--- src/rtl/sonic_eth_10g_tx_pause_timer.sv ---
// sonic_eth_10g_tx_pause_timer: holds off 10G TX for received 802.3x pause quanta, counting down after the in-flight frame ends
module sonic_eth_10g_tx_pause_timer #(
    parameter int QUANTA_CYCLES = 8,
    parameter int CNT_WIDTH = 32
) (
    input  logic                 clk,
    input  logic                 reset_n,
    input  logic                 in_valid,
    input  logic [15:0]          in_data,
    output logic                 in_ready,
    input  logic                 tx_idle,
    output logic                 pause_req,
    output logic                 pause_active,
    output logic [15:0]          pause_remaining,
    output logic [CNT_WIDTH-1:0] pause_events
);
    typedef enum logic [1:0] {IDLE, WAIT_EOF, PAUSED} state_t;
    localparam logic [7:0] SUB_LAST = 8'(QUANTA_CYCLES - 1);
    state_t state;
    logic [7:0] sub;
    logic accept, zero_q, quantum_end;
    assign accept = in_valid && in_ready;
    assign zero_q = in_data == 16'd0;
    assign quantum_end = sub == SUB_LAST;
    always_ff @(posedge clk or negedge reset_n) begin
        if (!reset_n) begin
            state <= IDLE;
            sub <= 8'd0;
            in_ready <= 1'b0;
            pause_req <= 1'b0;
            pause_active <= 1'b0;
            pause_remaining <= 16'd0;
            pause_events <= '0;
        end else begin
            in_ready <= 1'b1;
            if (accept && !zero_q && !(&pause_events))
                pause_events <= pause_events + CNT_WIDTH'(1);
            case (state)
                IDLE:
                    if (accept && !zero_q) begin
                        state <= WAIT_EOF;
                        pause_req <= 1'b1;
                        pause_remaining <= in_data;
                        sub <= 8'd0;
                    end
                WAIT_EOF:
                    if (accept && zero_q) begin
                        state <= IDLE;
                        pause_req <= 1'b0;
                        pause_remaining <= 16'd0;
                    end else begin
                        if (accept)
                            pause_remaining <= in_data;
                        if (tx_idle) begin
                            state <= PAUSED;
                            pause_active <= 1'b1;
                            sub <= 8'd0;
                        end
                    end
                PAUSED:
                    // a new beat always wins over the local countdown (replace semantics)
                    if (accept && !zero_q) begin
                        pause_remaining <= in_data;
                        sub <= 8'd0;
                    end else if (accept || (quantum_end && pause_remaining <= 16'd1)) begin
                        state <= IDLE;
                        pause_req <= 1'b0;
                        pause_active <= 1'b0;
                        pause_remaining <= 16'd0;
                        sub <= 8'd0;
                    end else if (quantum_end) begin
                        sub <= 8'd0;
                        pause_remaining <= pause_remaining - 16'd1;
                    end else begin
                        sub <= sub + 8'd1;
                    end
                default: state <= IDLE;
            endcase
        end
    end
endmodule

--- config.mk ---
export PLATFORM = sky130hd
export DESIGN_NAME = sonic_eth_10g_tx_pause_timer
export DESIGN_NICKNAME = d
export VERILOG_FILES = /design/src/rtl/sonic_eth_10g_tx_pause_timer.sv
export SDC_FILE = /design/constraint.sdc
export NUM_CORES = 1
export LEC_CHECK = 0
export BUFFER_PORTS_ARGS = -buffer_cell sky130_fd_sc_hd__buf_2
export CAP_MARGIN = 20
export CORE_AREA = 3 3 91 93
export DETAILED_ROUTE_END_ITERATION = 10
export DIE_AREA = 0 0 94 96
export GPL_ROUTABILITY_DRIVEN = 0
export GPL_TIMING_DRIVEN = 1
export PLACE_DENSITY = 0.67
export SYNTH_ARGS = -nofsm -noshare
export SYNTH_HDL_FRONTEND = slang
export SYNTH_SLANG_ARGS = --single-unit
--- constraint.sdc ---
create_clock -name clk -period 2.75 [get_ports clk]
set_clock_uncertainty 0.15 [all_clocks]
set_input_delay 0.55 -clock clk [delete_from_list [all_inputs] [get_ports clk]]
set_output_delay 0.55 -clock clk [all_outputs]
set_load 0.05 [all_outputs]
# Yosys cells after proc, flatten, opt, wreduce, memory -nomap -nowiden

Cells that the tools add are included.

$add $sub $neg: 3
$lt $le $gt $ge: 1
Eq/ne operators: 12
Muxes and demuxes: 28
Reduce and logical (&&, ||, !) cells: 18

Operators by type and width:

| kind                                                             | count |
|---|---|
| two-way mux 16 bit                                               | 6 |
| two-way mux 8 bit                                                | 6 |
| case mux 16 bit (3 select lines)                                 | 1 |
| adder 32 x 1 -> 32 bit (second input constant)                   | 1 |
| AND reduction 32 bit                                             | 1 |
| case mux 8 bit (3 select lines)                                  | 1 |
| less-or-equal comparator 16 x 1 -> 1 bit (second input constant) | 1 |
| zero test 16 bit                                                 | 1 |
| subtractor 16 x 1 -> 16 bit (second input constant)              | 1 |
| != test 2 bit (second input constant)                            | 6 |
| AND reduction 4 bit                                              | 3 |
| two-way mux 2 bit                                                | 5 |
| AND reduction 5 bit                                              | 2 |
| adder 8 x 1 -> 8 bit (second input constant)                     | 1 |
| equality test 8 x 3 -> 1 bit (second input constant)             | 1 |
| two-way mux 1 bit                                                | 6 |
| != test 3 bit (second input constant)                            | 2 |
| case mux 2 bit (3 select lines)                                  | 1 |
| logical AND 1 bit                                                | 5 |
| != test 4 bit (second input constant)                            | 1 |
| case mux 1 bit (3 select lines)                                  | 1 |
| nonzero test 3 bit                                               | 1 |
| equality test 2 x 1 -> 1 bit (second input constant)             | 1 |
| equality test 2 bit (second input constant)                      | 1 |
| other kinds (5)                                                  | 6 |

Bits in registers: 61
Input port bits: 20
Output and inout bits: 51
Word-level logic and storage cells: 69

# Logic depth before layout (Yosys ltp)

Gate-level depths: netlist of the first run.

Depth after elaboration: 6
Gate-level depth with buffers: 10
Mapped depth without buffers: 8

# Least setup slack after synthesis of the first run

No wires, ideal clock.

Kind: reg-to-reg
Start point: register pause_remaining[12]
End point: register state[0]
Setup time: 126 ps
Arrival time: 2283 ps
Required time: 2474 ps
Path slack: 191 ps
Cell stages (with the launch flop): 7
Buffers on the path: 1
Path through: dfrtp_1 -> or3_4 -> or3_1 -> o31a_1 -> buf_6 -> o21a_1 -> o32a_1

Word-level cells in the longest chain between the ends: 5

Ends and longest elaborated chain:

| what                                     | line | source |
|---|---|---|
| start, declared                          | 14   | `output logic [15:0] pause_remaining,` |
| start signal, assigned                   | 43   | `pause_remaining <= in_data;` |
| start signal, assigned                   | 53   | `pause_remaining <= in_data;` |
| start signal, assigned                   | 63   | `pause_remaining <= in_data;` |
| less-or-equal comparator 16 x 1 -> 1 bit | 65   | `end else if (accept \|\| (quantum_end && pause_remaining <= 16'd1)) begin` |
| logical AND 1 bit                        | 65   |  |
| logical OR 1 bit                         | 65   |  |
| != test 2 bit (no source line)           | n/a  |  |
| AND reduction 4 bit (no source line)     | n/a  |  |
| end signal, assigned                     | 55   | `state <= PAUSED;` |
| end signal, assigned                     | 66   | `state <= IDLE;` |
| end signal, assigned                     | 77   | `default: state <= IDLE;` |
| end, declared                            | 19   | `state_t state;` |

No other way between the ends.
A chain may end at the register's enable or synchronous reset.

# Worst setup path in the final report of the first run

Start point: register pause_remaining[0]
End point: register pause_remaining[10]

Word-level cells in the longest chain between the ends: 6
Elaborated cells between the ends (all ways): 10
Those cells by class: 1 x add/sub; 1 x order compare; 1 x eq/ne; 4 x mux; 3 x reduce/logical

Ends and longest elaborated chain:

| what                                     | line | source |
|---|---|---|
| less-or-equal comparator 16 x 1 -> 1 bit | 65   |  |
| logical AND 1 bit                        | 65   |  |
| logical OR 1 bit                         | 65   |  |
| two-way mux 16 bit                       | 65   |  |
| two-way mux 16 bit                       | 62   | `if (accept && !zero_q) begin` |
| case mux 16 bit (3 select lines)         | 38   | `case (state)` |

Several ways; a longest one is shown, not always the timed one. The select of a mux whose other input is x is not followed.

==> results of run 1 <==
area by class of cell:
class | instances | area [um2] | share of cell area
clock inverters | 7 | 51.30 | 0.01262
flip-flops and latches | 61 | 1526 | 0.3756
inverters | 14 | 52.55 | 0.01293
multi-input cells | 264 | 1737 | 0.4273
repair buffers | 81 | 445.4 | 0.1096
clock buffers | 9 | 123.9 | 0.03048
well taps | 102 | 127.6 | 0.03140
layer usage:
| layer | vias up | track usage | routed length (um) |
|---|---|---|---|
| met2 | 95 | 0.3069 | 3945 |
| met5 | - | 0 | 0 |
| met3 | 16 | 0.03597 | 374 |
| li1 | 1459 | - | - |
| met4 | 0 | 0.07942 | 181 |
| met1 | 1457 | 0.2677 | 3935 |
cell usage in the layout (no fill, tap or decap), types with 13 or more instances in the layout:
| cell type | instances |
|---|---|
| buf_2 | 70 |
| dfrtp_1 | 61 |
| nor2_1 | 30 |
| xnor2_1 | 27 |
| nand3_1 | 24 |
| nand2_1 | 23 |
| o21ai_0 | 20 |
| inv_1 | 14 |
| nand4_1 | 13 |
per-stage QoR:
stage / cell area, um2 / setup WS, ns / util
5_1_grt: 4064 / 0.07180 / 0.5342
4_1_cts: 4059 / 0.2011 / 0.5336
3_3_place_gp: 3884 / 0.2365 / 0.5105
6_report: 4064 / 0.2010 / 0.5342
3_5_place_dp: 3884 / 0.1596 / 0.5105
2_1_floorplan: 3371 / 0.1911 / -
flip-flops by register name (all words and copies together) (netlist names):
name             cells
in_ready             1
pause_active         1
pause_events        32
pause_remaining     16
pause_req            1
state                2
sub                  8
critical path: cells and delay by family (launching register included):
| family | cells | cell delay (ns) |
|---|---|---|
| simple gates | 3 | 0.80 |
| compound gates | 2 | 0.48 |
| flops | 1 | 0.43 |
| fa+ha+maj | 1 | 0.24 |
| xor+xnor | 1 | 0.18 |
| buf+inv | 1 | 0.15 |
worst min path at each step:
stage                      from          endpoint  slack (ns)  cells after the start
6_report                reset_n            sub[6]        0.05                      2
5_1_grt                 reset_n  pause_events[25]        0.07                      2
4_1_cts                 reset_n            sub[5]        0.06                      2
3_5_place_dp   pause_events[17]  pause_events[17]        0.33                      1
3_3_place_gp             sub[7]            sub[7]        0.33                      1
2_1_floorplan           reset_n          in_ready        0.10                      0
cells by family after synthesis:
kind of cell,Yosys count,synth area share
AO/OA/AOI/OAI,79,0.1722
XOR/XNOR,34,0.08835
adder cells (fa/ha/maj),8,0.02970
buffers and inverters,26,0.03341
flip-flops,61,0.4529
multiplexers,2,0.006310
other,1,0.001113
AND/OR/NAND/NOR,140,0.2160
power groups by stage:
stage / Sequential (mW) / Clock (mW) / Combinational, mW
6_report: 1.34 / 0.725 / 2.04
5_1_grt: 1.37 / 0.787 / 2.23
4_1_cts: 1.33 / 0.741 / 2.03
3_5_place_dp: 1.35 / 0 / 2.02
3_3_place_gp: 1.34 / 0 / 2.00
2_1_floorplan: 1.87 / 0 / 0.945
==> flow_summary.json, run 1 <==
{
  "status": "completed",
  "grt_start_max_net_pins": 62,
  "syn_inst": 351,
  "intPower_mw": 2.075,
  "row_count": 32,
  "grt_pass1_vias": 2862,
  "syn_avg_cell_area_um2": 9.603,
  "leakage_nw": 1.888,
  "grt_first_pass_wirelength_um": 13910,
  "clockBufferDepth": 2,
  "rr_startpoint": "pause_remaining[0]",
  "tritoncts": "done",
  "netlist.top_cell.by_area": "dfrtp_1",
  "clkPwrFrac": 0.177,
  "synth-warning-count": 0,
  "worst_path_max_delay_cell": "nor3b_1",
  "worst_r2r_endpoint": "pause_remaining[10]",
  "syn-cell-area_um2": 3371,
  "area_growth_syn_to_layout_pct": 20.56,
  "endpoint": "pause_remaining[10]",
  "hold_viol": 0,
  "cts_setup_buffers": 0,
  "wl_per_cell_um": 15.68,
  "clock_tree.root_cell": "clkbuf_8",
  "die_x_um": 94,
  "period_minus_slack_ns": 2.549,
  "die_h_um": 96,
  "ys_top_cells_by_count": "dfrtp_1, nor2_1, xnor2_1",
  "num_io_pins": 71,
  "cp_cell_sequence": "inv_1 > ha_1 > nor3b_1 > nand4b_1 > xnor2_1 > a22o_1 > a221oi_1 > nor2_1",
  "firstDrtPassIters": 4,
  "ys_ff_latch": 61,
  "fillerInstances": 719,
  "synth-main-ff-cell": "dfrtp_1",
  "period_share": 0.9269,
  "antenna_found_initial": 0,
  "post_cts_resize_count": 0,
  "tightestPinTransition_ns": 0.8703,
  "clock.fmax_mhz": 392.3,
  "crit_type": "reg2reg",
  "synth_cell_type_count": 53,
  "critPathMaxStageDelay_ns": 0.53,
  "synth_edf_count": 0,
  "drt-total-wl_um": 8437,
  "cp_max_fo": 5,
  "crit_arrival_ns": 2.63,
  "place_hpwl_um": 5999,
  "ff2ff_path_depth": 8,
  "setup.worst_path.start": "pause_remaining[0]",
  "setup-violations-final": 0,
  "initial_core_util": 0.4431,
  "yosysMostFrequentCell": "dfrtp_1",
  "drive_gt1_frac": 0.2477,
  "synth_area_leaders": "dfrtp_1, xnor2_1, nand3_1",
  "path_clk_slew_ns": 0.08,
  "yosysSeqAreaShare": 0.4529,
  "comb_power_share": 0.497,
  "antenna_left": 0,
  "syn_nets": 379,
  "p_total_mw": 4.103,
  "yosys.area.top_type_share": 0.4529,
  "cp-start-kind": "flip-flop",
  "die_area_um2": 9024,
  "numCtsBuffers": 9,
  "cellPowerDensity_nw_per_um2": 1010,
  "via_count": 3027,
  "h-tree-depth": 3,
  "finalNonFillerCells": 538,
  "whs_ns": 0.04517,
  "drc": 0,
  "placed_cells": 522,
  "drtIter0Drc": 157,
  "rrSetupSlack_ns": 0.20,
  "vdd_drop_max_mv": 0.5839,
  "max_cap_violations": 0,
  "worst_setup_path_end_kind": "flip-flop",
  "max-slew-margin-rel": 0.4187,
  "clk_latency_ns": 0.35,
  "switchingPower_mw": 2.027,
  "async_flop_share": 1.000,
  "grt_usage": 0.1955,
  "coreArea_um2": 7607,
  "ctsHoldBuffers": 0,
  "rsz0062_at_grt": "no",
  "num_antenna_cells": 0,
  "vias_per_cell": 5.626,
  "nets": 459,
  "swShare": 0.4941,
  "cts.sinks": 61,
  "seqPwrFrac": 0.326,
  "cp.required_ns": 2.83,
  "io_buffers": 70,
  "slew_violations": 0,
  "setup_tns_ns": 0,
  "hold_path.class": "in2async",
  "overflow": 0
}
(Power assumes the default switching activity.)
==> run 2: changes to the inputs <==
--- a/config.mk
+++ b/config.mk
@@ -7,9 +7,9 @@
 export LEC_CHECK = 0
 export BUFFER_PORTS_ARGS = -buffer_cell sky130_fd_sc_hd__buf_2
 export CAP_MARGIN = 20
-export CORE_AREA = 3 3 91 93
+export CORE_AREA = 3 3 101 84
 export DETAILED_ROUTE_END_ITERATION = 10
-export DIE_AREA = 0 0 94 96
+export DIE_AREA = 0 0 104 87
 export GPL_ROUTABILITY_DRIVEN = 0
 export GPL_TIMING_DRIVEN = 1
 export PLACE_DENSITY = 0.67
==> run 2 against run 1 <==
Combinational power is essentially flat. First-iteration DRC count up 18%. Worst setup slack got worse by 0.0055 ns. Worst hold slack gained 0.025 ns. Utilization rose by 1.7 points. Register-to-register slack is essentially flat. Critical path type unchanged. Largest cell class unchanged.
==> flow_summary.json, run 2 (synthesis results as in run 1) <==
{
  "status": "completed",
  "cts_setup_buffers": 0,
  "tritoncts": "done",
  "initial_core_util": 0.4538,
  "area_growth_syn_to_layout_pct": 21.42,
  "finalNonFillerCells": 542,
  "clockBufferDepth": 2,
  "overflow": 0,
  "place_area_um2": 3895,
  "die_h_um": 87,
  "tightestPinTransition_ns": 0.9959,
  "finish.instance_area_um2": 4093,
  "hold_path.class": "in2async",
  "layout_common_cells": "buf_2, dfrtp_1, nor2_1, xnor2_1, nand3_1",
  "antenna_left": 0,
  "ctsHoldBuffers": 0,
  "cellPowerDensity_nw_per_um2": 1022,
  "period_minus_slack_ns": 2.554,
  "setup_tns_ns": 0,
  "top_register": "pause_events",
  "placed_cells": 526,
  "num_antenna_cells": 0,
  "clk_latency_ns": 0.35,
  "cp.required_ns": 2.82,
  "path_clk_slew_ns": 0.08,
  "cp-start-kind": "flip-flop",
  "grt_usage": 0.1961,
  "p_total_mw": 4.184,
  "clock.fmax_mhz": 391.5,
  "die_x_um": 104,
  "leakage_nw": 1.904,
  "max-slew-margin-rel": 0.3348,
  "worst_setup_path_end_kind": "flip-flop",
  "reg.largest.list": "pause_events: 32 flops, pause_remaining: 16 flops, sub: 8 flops",
  "io_buffers": 70,
  "post_cts_resize_count": 0,
  "rsz0062_at_grt": "no",
  "pre_cts_ws_ns": 0.1415,
  "fin_util": 0.5510,
  "whs_ns": 0.07010,
  "drive_gt1_frac": 0.2471,
  "drtIter0Drc": 185,
  "place_hpwl_um": 6308,
  "cp_max_fo": 5,
  "hold_viol": 0,
  "setup_ws_ns": 0.1955,
  "drc": 0,
  "antenna_found_initial": 0,
  "num_io_pins": 71,
  "largest_register_ffs": 32,
  "slew_violations": 0,
  "max_cap_violations": 0,
  "period_share": 0.9289,
  "via_count": 3092,
  "grt_first_pass_wirelength_um": 14230,
  "fillerInstances": 696,
  "grt_start_max_net_pins": 35,
  "firstDrtPassIters": 5,
  "coreArea_um2": 7427,
  "h-tree-depth": 3,
  "numCtsBuffers": 9,
  "crit_arrival_ns": 2.63,
  "vdd_drop_max_mv": 1.010,
  "grt_pass1_vias": 2931,
  "nets": 460,
  "die_area_um2": 9048,
  "layout_commonest_cell": "buf_2",
  "crit_type": "reg2reg",
  "row_count": 28,
  "wl_per_cell_um": 15.75,
  "drt-total-wl_um": 8538,
  "vias_per_cell": 5.705,
  "setup-violations-final": 0,
  "clock_tree.root_cell": "clkbuf_8",
  "cts.sinks": 61
}
[run 2: layout make-up]
| class | instances | area, um2 | share of cell area |
|---|---|---|---|
| sequential | 61 | 1526 | 0.3730 |
| inverter | 14 | 52.55 | 0.01284 |
| multi-input combinational | 264 | 1732 | 0.4231 |
| timing repair buffer | 82 | 452.9 | 0.1107 |
| clock inverter | 7 | 73.82 | 0.01804 |
| clock buffer | 9 | 123.9 | 0.03027 |
| tap | 105 | 131.4 | 0.03210 |
[run 2: per-layer routing]
metal	vias to the layer above	global-route usage	wire, um	part of all wire
met1	1501	0.2657	4118	0.48
li1	1452	-	-	-
met4	0	0.06884	159	0.019
met3	16	0.06153	502	0.059
met5	-	0	0	0
met2	123	0.2997	3758	0.44
[run 2: worst paths after layout]
path,startpoint,endpoint,slack [ns],cells after the start
worst max register to register,pause_remaining[0],pause_remaining[10],0.20,8
min in group clk,sub[7],sub[7],0.34,1
worst min register to register,sub[7],sub[7],0.34,1
max in group asynchronous,reset_n,state[0],1.75,2
worst min-delay path,reset_n,pause_events[28],0.07,1
worst max-delay path,pause_remaining[0],pause_remaining[10],0.20,8
[run 2: worst max-delay path, cell delays in order (launching register included)]
cell and delay, ns:
dfrtp_1 0.42, inv_1 0.16, ha_1 0.26, nor3b_1 0.50
nand4b_1 0.20, xnor2_1 0.16, a22o_1 0.20, a221oi_1 0.30
nor2_1 0.10
[run 2: report_power, final]
| part | total [mW] | internal, mW | switching, mW |
|---|---|---|---|
| logic | 2.05 | 0.655 | 1.39 |
| registers | 1.34 | 1.09 | 0.242 |
| clock network | 0.803 | 0.421 | 0.382 |
==> run 3: changes to the inputs <==
--- a/config.mk
+++ b/config.mk
@@ -5,7 +5,7 @@
 export SDC_FILE = /design/constraint.sdc
 export NUM_CORES = 1
 export LEC_CHECK = 0
-export BUFFER_PORTS_ARGS = -buffer_cell sky130_fd_sc_hd__buf_2
+export BUFFER_PORTS_ARGS = -buffer_cell sky130_fd_sc_hd__buf_4
 export CAP_MARGIN = 20
 export CORE_AREA = 3 3 101 84
 export DETAILED_ROUTE_END_ITERATION = 10
==> run 3 against run 2 <==
Clock power is 10% higher. Die area unchanged. Critical endpoint is now pause_remaining[9]. Sequential power barely moved. Worst setup slack got worse by 0.011 ns. Largest cell class unchanged. Power is 4.7% higher. Combinational power up 4%. First-iteration DRC count decreased by 5.4%.
==> flow_summary.json, run 3 (synthesis results as in run 1) <==
{
  "vias_per_cell": 5.715,
  "placed_cells": 524,
  "numCtsBuffers": 9,
  "nets": 458,
  "initial_core_util": 0.4538,
  "cp_top_family": "compound AO/OA/AOI/OAI gates",
  "cp_max_fo": 10,
  "row_count": 28,
  "worst_setup_path_end_kind": "flip-flop",
  "fin_util": 0.5741,
  "setup-violations-final": 0,
  "cp_cell_sequence": "or3_4 > or3_1 > o31a_1 > a22o_1 > a221oi_1 > nor2_1",
  "setup_ws_ns": 0.1850,
  "rrSetupSlack_ns": 0.18,
  "vdd_drop_max_mv": 0.6937,
  "overflow": 0,
  "hold_viol": 0,
  "finalNonFillerCells": 540,
  "largest_register_ffs": 32,
  "top_register": "pause_events",
  "drtIter0Drc": 175,
  "wl_per_cell_um": 16.42,
  "cellPowerDensity_nw_per_um2": 1027,
  "worst_r2r_endpoint": "pause_remaining[9]",
  "antenna_left": 0,
  "num_io_pins": 71,
  "period_share": 0.9327,
  "h-tree-depth": 3,
  "layout_commonest_cell": "buf_4",
  "reg.largest.list": "pause_events: 32 flops, pause_remaining: 16 flops, sub: 8 flops",
  "grt_pass1_vias": 2974,
  "p_total_mw": 4.381,
  "drt-total-wl_um": 8865,
  "ff2ff_path_depth": 6,
  "num_antenna_cells": 0,
  "cp.required_ns": 2.82,
  "tritoncts": "done",
  "cp-start-kind": "flip-flop",
  "coreArea_um2": 7427,
  "leakage_nw": 1.931,
  "die_area_um2": 9048,
  "ctsHoldBuffers": 0,
  "cts.sinks": 61,
  "tightestPinTransition_ns": 0.9170,
  "grt_start_max_net_pins": 62,
  "max_cap_violations": 0,
  "crit_buf_inv": 0,
  "crit_arrival_ns": 2.63,
  "layout_common_cells": "buf_4, dfrtp_1, nor2_1, xnor2_1, nand3_1",
  "fillerInstances": 708,
  "pre_cts_ws_ns": 0.08148,
  "slew_violations": 0,
  "clock_tree.root_cell": "clkbuf_8",
  "drive_gt1_frac": 0.2437,
  "whs_ns": 0.1167,
  "place_hpwl_um": 6282,
  "antenna_found_initial": 0,
  "grt_util_met2": 0.3038,
  "cts_setup_buffers": 0,
  "path_clk_slew_ns": 0.08,
  "rr_startpoint": "pause_remaining[12]",
  "rsz0062_at_grt": "no",
  "worst_path_max_delay_cell": "o31a_1",
  "crit_type": "reg2reg",
  "hold_path.class": "in2async",
  "grt_util_met3": 0.06079,
  "met1_usage": 0.2858,
  "status": "completed",
  "drc": 0,
  "clk_latency_ns": 0.34,
  "via_count": 3086,
  "critPathMaxStageDelay_ns": 0.44,
  "die_x_um": 104,
  "max-slew-margin-rel": 0.3875,
  "firstDrtPassIters": 4,
  "grt_usage": 0.2062,
  "period_minus_slack_ns": 2.565,
  "finish.instance_area_um2": 4264,
  "setup_tns_ns": 0,
  "area_growth_syn_to_layout_pct": 26.50,
  "clock.fmax_mhz": 389.9,
  "grt.busiest_layer": "met2",
  "clockBufferDepth": 2,
  "grt_first_pass_wirelength_um": 15130,
  "io_buffers": 70,
  "die_h_um": 87,
  "place_area_um2": 4043
}
-- run 3: worst max-delay path by stage --
stage / from / endpoint / slack [ns] / cells after the start
floorplan: pause_remaining[12] / state[0] / 0.19 / 6
global placement: in_data[8] / pause_remaining[9] / 0.19 / 7
detailed placement: in_data[8] / pause_remaining[10] / 0.08 / 7
CTS: pause_remaining[12] / pause_remaining[10] / 0.19 / 6
global route: pause_remaining[0] / pause_remaining[10] / 0.04 / 8
finish: pause_remaining[12] / pause_remaining[9] / 0.18 / 6
-- run 3: power by group --
| group | switching (mW) | total, mW | internal, mW |
|---|---|---|---|
| clock network | 0.376 | 0.886 | 0.511 |
| registers | 0.257 | 1.35 | 1.09 |
| logic | 1.39 | 2.14 | 0.752 |
-- run 3: worst reg2reg max path: stages (launching register included) --
cell	delay, ns
dfrtp_1	0.43
or3_4	0.42
or3_1	0.36
o31a_1	0.44
a22o_1	0.23
a221oi_1	0.32
nor2_1	0.08
-- run 3: timing repair --
item | in CTS | in global routing
gates resized for setup | 0 | 1
endpoints found under the setup margin | 0 | 1
endpoints found under the hold margin | 0 | 0
-- run 3: per-layer routing --
| layer | routed length, um | vias to the layer above | share of wire |
|---|---|---|---|
| met4 | 162 | 0 | 0.018 |
| met5 | 0 | - | 0 |
| met2 | 3932 | 129 | 0.44 |
| met1 | 4099 | 1497 | 0.46 |
| met3 | 671 | 14 | 0.076 |
| li1 | - | 1446 | - |
-- run 3: layout make-up --
type                       count  area (um2)  area share
multi-input combinational    264        1738      0.4076
timing repair buffer          80       600.6      0.1408
sequential                    61        1526      0.3580
inverter                      14       52.55     0.01232
tap                          105       131.4     0.03081
clock buffer                  10       127.6     0.02993
clock inverter                 6       87.58     0.02054
